## src/rtl/demux_pkg.sv

```systemverilog
// Shared constants, state encoding and helpers for the 1-to-4 stream demultiplexer.
package demux_pkg;

    localparam int NUM_OUT = 4;
    localparam int SEL_W   = 2;

    typedef logic [0:0] state_t;
    localparam state_t IDLE = 1'b0;
    localparam state_t PKT  = 1'b1;

    function automatic logic [NUM_OUT-1:0] onehot4(input logic [SEL_W-1:0] sel);
        logic [NUM_OUT-1:0] v;
        v = '0;
        v[sel] = 1'b1;
        return v;
    endfunction

    // m_valid is one-hot (or zero), so an OR-encoder is sufficient.
    function automatic logic [SEL_W-1:0] enc4(input logic [NUM_OUT-1:0] v);
        return {v[3] | v[2], v[3] | v[1]};
    endfunction

endpackage

```

## src/rtl/demux_out_reg.sv

```systemverilog
// Single output slot: one-hot valid, shared data and last, loaded on input accept, cleared on pop.
module demux_out_reg
    import demux_pkg::*;
#(
    parameter int DATA_W = 8
) (
    input  logic               clk,
    input  logic               rst_n,
    input  logic               load,
    input  logic               pop,
    input  logic [NUM_OUT-1:0] load_vec,
    input  logic [DATA_W-1:0]  load_data,
    input  logic               load_last,
    output logic [NUM_OUT-1:0] valid,
    output logic [DATA_W-1:0]  data,
    output logic               last
);

    // A load in the same cycle as a pop reloads the slot, so no bubble appears.
    always_ff @(posedge clk or negedge rst_n) begin
        if (!rst_n) begin
            valid <= '0;
            data  <= '0;
            last  <= 1'b0;
        end else if (load) begin
            valid <= load_vec;
            data  <= load_data;
            last  <= load_last;
        end else if (pop) begin
            valid <= '0;
        end
    end

endmodule

```

## src/rtl/demux_1to4_stream.sv

```systemverilog
// Registered 1-to-4 stream demux with packet lock on sel.
// Optional per-output completed-packet counters when DEMUX_PKT_CNT_EN is defined.
module demux_1to4_stream
    import demux_pkg::*;
#(
    parameter int DATA_W = 8,
    parameter int CNT_W  = 8
) (
    input  logic                 clk,
    input  logic                 rst_n,
    input  logic                 s_valid,
    output logic                 s_ready,
    input  logic [DATA_W-1:0]    s_data,
    input  logic                 s_last,
    input  logic [SEL_W-1:0]     sel,
    output logic [NUM_OUT-1:0]   m_valid,
    input  logic [NUM_OUT-1:0]   m_ready,
    output logic [DATA_W-1:0]    m_data,
    output logic                 m_last,
    output logic                 busy
`ifdef DEMUX_PKT_CNT_EN
    ,
    output logic [NUM_OUT*CNT_W-1:0] pkt_cnt
`endif
);

    state_t           state;
    logic [SEL_W-1:0] dest_q;
    logic [SEL_W-1:0] dest;
    logic [SEL_W-1:0] route;
    logic             out_v;
    logic             pop;
    logic             accept;

    assign out_v   = |m_valid;
    assign dest    = enc4(m_valid);
    assign pop     = out_v & m_ready[dest];
    assign s_ready = !out_v | m_ready[dest];
    assign accept  = s_valid & s_ready;
    assign route   = (state == IDLE) ? sel : dest_q;
    assign busy    = (state == PKT);

    always_ff @(posedge clk or negedge rst_n) begin
        if (!rst_n) begin
            state  <= IDLE;
            dest_q <= '0;
        end else if (accept) begin
            case (state)
                IDLE: if (!s_last) begin
                    state  <= PKT;
                    dest_q <= sel;
                end
                default: if (s_last) state <= IDLE;
            endcase
        end
    end

    demux_out_reg #(.DATA_W(DATA_W)) u_out (
        .clk       (clk),
        .rst_n     (rst_n),
        .load      (accept),
        .pop       (pop),
        .load_vec  (onehot4(route)),
        .load_data (s_data),
        .load_last (s_last),
        .valid     (m_valid),
        .data      (m_data),
        .last      (m_last)
    );

`ifdef DEMUX_PKT_CNT_EN
    for (genvar i = 0; i < NUM_OUT; i++) begin : g_cnt
        always_ff @(posedge clk or negedge rst_n) begin
            if (!rst_n)
                pkt_cnt[i*CNT_W +: CNT_W] <= '0;
            else if (pop && m_last && dest == SEL_W'(i))
                pkt_cnt[i*CNT_W +: CNT_W] <= pkt_cnt[i*CNT_W +: CNT_W] + 1'b1;
        end
    end
`endif

endmodule
```

## config.mk

```make
export PLATFORM = sky130hd
export DESIGN_NAME = demux_1to4_stream
export DESIGN_NICKNAME = d
export VERILOG_FILES = /design/src/rtl/demux_pkg.sv /design/src/rtl/demux_out_reg.sv /design/src/rtl/demux_1to4_stream.sv
export SDC_FILE = /design/constraint.sdc
export NUM_CORES = 1
export LEC_CHECK = 0
export CAP_MARGIN = 20
export CORE_ASPECT_RATIO = 1.2
export CORE_MARGIN = 2
export CORE_UTILIZATION = 40
export CTS_CLUSTER_DIAMETER = 30
export DETAILED_ROUTE_END_ITERATION = 7
export PLACE_DENSITY = 0.88
export SYNTH_ARGS = -nofsm -noshare
export SYNTH_HDL_FRONTEND = slang
export SYNTH_SLANG_ARGS = --single-unit
```

## constraint.sdc

```tcl
create_clock -name clk -period 2.1 [get_ports clk]
set_input_delay 0.42 -clock clk [delete_from_list [all_inputs] [get_ports clk]]
set_output_delay 0.42 -clock clk [all_outputs]
set_load 0.02 [all_outputs]
```

==> load_flow_metrics.sql <==
INSERT INTO impl_metrics (metric_group, metric, value, unit) VALUES
('clock_tree', 'ctsHoldBuffers', '0', ''),
('power', 'clkPwrFrac', '0.113', ''),
('layout', 'layout_common_cells', 'sky130_fd_sc_hd__clkdlybuf4s50_1 (30), sky130_fd_sc_hd__dfrtp_1 (16), sky130_fd_sc_hd__mux2_2 (14)', ''),
('layout', 'area_growth_syn_to_layout', '58.6', '%'),
('clock_tree', 'clock_tree.root_cell', 'sky130_fd_sc_hd__clkbuf_4', ''),
('synthesis', 'syn_nets', '72', ''),
('outcome', 'run_status', 'complete, no violations', ''),
('synthesis', 'synthesis.area', '732', 'um^2'),
('synthesis', 'syn_area_per_cell', '13.6', 'um^2'),
('synthesis', 'synth.yosys.warnings', '0', ''),
('setup_path', 'timing.setup.critical_path_class', 'flop to output port', ''),
('timing', 'timing.setup.tns', '0', 'ns'),
('placed_design', 'dp_hpwl', '1.18', 'mm'),
('hold_path', 'hold-path-endpoint', 'u_out.data[6]$_DFFE_PN0P_', ''),
('hold_path', 'min_from', 'u_out.data[6]$_DFFE_PN0P_', ''),
('global_routing', 'use_met1', '0.179', ''),
('setup_path', 'cp_data_required_time', '1.68', 'ns'),
('timing', 'clock.fmax', '502', 'MHz'),
('setup_path', 'ff2ff_path_depth', '6', ''),
('setup_path', 'regToRegEndpoint', 'u_out.data[1]$_DFFE_PN0P_', ''),
('global_routing', 'grt_max_degree', '17', ''),
('hold_path', 'worst_hold_path.num_cells', '1', ''),
('drt', 'detail_route.iter0.violations', '1', ''),
('synthesis', 'synth.distinct_cells', '16', ''),
('floorplan', 'start_util', '0.435', ''),
('timing', 'worst-slew-pin-transition', '0.679', 'ns'),
('global_routing', 'gr-max-usage-layer', 'met2', ''),
('clock_tree', 'numCtsBuffers', '3', ''),
('global_routing', 'grt_antenna_before_repair', '0', ''),
('global_routing', 'number_of_global_route_vias_before_repair', '623', ''),
('drt', 'detail_route.wl_per_cell', '13.1', 'um'),
('power', 'combPwrFrac', '0.570', ''),
('clock_tree', 'clk_pin_slew_worst_paths', '0.09', 'ns'),
('layout', 'antennaDiodeCount', '0', ''),
('floorplan', 'die_height', '50.9', 'um'),
('power', 'cell_internal_pwr', '0.00113', 'W'),
('layout', 'multi_input_area', '317', 'um^2'),
('placed_design', 'placement.io_buffers', '32', ''),
('timing', 'fin_worst_skew', '0.00221', 'ns'),
('synthesis', 'netlist_instances', '54', ''),
('synthesis', 'yosys_register_bits', '16', ''),
('drt', 'detail_route.drc_violations', '0', ''),
('drt', 'overall_routed_net_length', '1.48', 'mm'),
('job', 'number_of_max_cap_violations', '0', ''),
('layout', 'sequential_cell_area', '400', 'um^2'),
('timing', 'final_setup_vio_count', '0', ''),
('layout', 'layout.cells.most_common', 'sky130_fd_sc_hd__clkdlybuf4s50_1', ''),
('power', 'seqPwrFrac', '0.317', ''),
('clock_tree', 'cts_buffer_depth', '2', ''),
('layout', 'fin_nets', '114', ''),
('timing', 'grt_setup_unrepaired', 'false', ''),
('floorplan', 'std_cell_rows', '16', ''),
('global_routing', 'globalRouteTotalUtil', '0.156', ''),
('power', 'power_density', '1490', 'mW/mm^2'),
('setup_path', 'rrSetupSlack', '0.21', 'ns'),
('placed_design', 'place.detailed.instances', '108', ''),
('synthesis', 'synth-seq-area-share', '0.547', ''),
('drt', 'num_vias', '560', ''),
('setup_path', 'critical_path_peak_fanout', '4', ''),
('timing', 'hold_viol_final', '0', ''),
('setup_path', 'timing.rr.start', 'u_out.valid[1]$_DFFE_PN0P_', ''),
('floorplan', 'num_io_pins', '33', ''),
('placed_design', 'place.gp.congestion', '0.710', ''),
('clock_tree', 'clk-insertion-delay-late', '0.28', 'ns'),
('power', 'netSwitchingPower', '0.000608', 'W'),
('global_routing', 'grt_first_pass_wirelength', '2.67', 'mm'),
('setup_path', 'arrival', '1.57', 'ns'),
('timing', 'maxSlewViolCount', '0', ''),
('hold_path', 'min-delay-path-class', 'flop to flop', ''),
('timing', 'min_period_over_period', '0.948', ''),
('clock_tree', 'tritoncts', 'done', '');
worst max-delay path: stages, from the launching register on:
cell and delay (ns):
sky130_fd_sc_hd__dfrtp_1 0.41, sky130_fd_sc_hd__or3b_1 0.37, sky130_fd_sc_hd__a32oi_2 0.25, sky130_fd_sc_hd__nand2_1 0.12
sky130_fd_sc_hd__buf_6 0.15
worst max-delay path by stage:
stage | start | end | slack (ns) | cells after the start
detailed placement | m_ready[0] | s_ready | -0.37 | 5
CTS | m_ready[0] | s_ready | 0.01 | 5
global route | u_out.valid[1]$_DFFE_PN0P_ | s_ready | 0.01 | 4
floorplan | u_out.valid[1]$_DFFE_PN0P_ | u_out.data[0]$_DFFE_PN0P_ | 0.31 | 5
finish | u_out.valid[1]$_DFFE_PN0P_ | s_ready | 0.11 | 4
global placement | m_ready[0] | s_ready | -0.31 | 5
logic make-up (layout without fill, tap and decap cells):
| logic type | Yosys count | count (layout) | share of synthesized area |
|---|---|---|---|
| AOI/OAI and AO/OA | 4 | 4 | 0.0513 |
| buffers and inverters | 2 | 43 | 0.0205 |
| DFF | 16 | 16 | 0.547 |
| muxes | 19 | 19 | 0.287 |
| and+or+nand+nor | 13 | 13 | 0.0940 |
cell usage after synthesis:
cell / instances / share of area
sky130_fd_sc_hd__nand2b_1: 1 / 0.0086
sky130_fd_sc_hd__buf_6: 1 / 0.015
sky130_fd_sc_hd__a21oi_1: 1 / 0.0068
sky130_fd_sc_hd__nand2_1: 3 / 0.015
sky130_fd_sc_hd__inv_1: 1 / 0.0051
sky130_fd_sc_hd__a21bo_1: 1 / 0.014
sky130_fd_sc_hd__or3b_1: 1 / 0.012
sky130_fd_sc_hd__dfrtp_1: 16 / 0.55
sky130_fd_sc_hd__and4bb_2: 1 / 0.017
sky130_fd_sc_hd__mux2_2: 14 / 0.22
sky130_fd_sc_hd__a32oi_2: 1 / 0.022
sky130_fd_sc_hd__a31oi_1: 1 / 0.0086
sky130_fd_sc_hd__mux2i_1: 3 / 0.041
sky130_fd_sc_hd__nor2_1: 6 / 0.031
sky130_fd_sc_hd__or2b_1: 1 / 0.010
sky130_fd_sc_hd__mux2_1: 2 / 0.031
repair_timing:
action | 4_1_cts | 5_1_grt
setup endpoints to repair | 1 | 1
setup buffers | 0 | 1
pin swaps | 0 | 2
gates resized for setup | 4 | 3
metal layers:
metal / vias to the layer above / wire length [um]
met5: - / 0
met4: 0 / 0
met3: 0 / 108
met2: 26 / 772
met1: 260 / 603
li1: 274 / -
state kept, by name, indices dropped and copies added, names as in the netlist:
signal       count
busy             1
dest_q           2
u_out.data       8
u_out.last       1
u_out.valid      4
area by class of cell:
| cell class | instances | area share |
|---|---|---|
| clock buffers | 4 | 0.0313 |
| inverters | 1 | 0.00323 |
| multi-input cells | 36 | 0.273 |
| flip-flops and latches | 16 | 0.345 |
| well taps | 18 | 0.0194 |
| repair buffers | 38 | 0.329 |
through the flow:
step	hold slack (ns)	cell area [um^2]	total power, W	setup slack [ns]	util
after floorplan	0.124	732	0.00107	0.306	-
after global placement	0.487	1110	0.00150	-0.309	0.662
after CTS	0.513	1140	0.00172	0.0101	0.681
after detailed placement	0.487	1110	0.00153	-0.368	0.662
final	0.511	1160	0.00173	0.109	0.690
after global routing	0.530	1160	0.00185	0.0143	0.690
power groups by stage:
stage               Sequential [W]  Combinational, W  Clock, W
global placement          0.000548          0.000947         0
finish                    0.000549          0.000989  0.000197
floorplan                 0.000697          0.000370         0
global route              0.000573           0.00106  0.000219
CTS                       0.000552          0.000960  0.000204
detailed placement        0.000555          0.000971         0
Power figures use the tool's default switching activity.
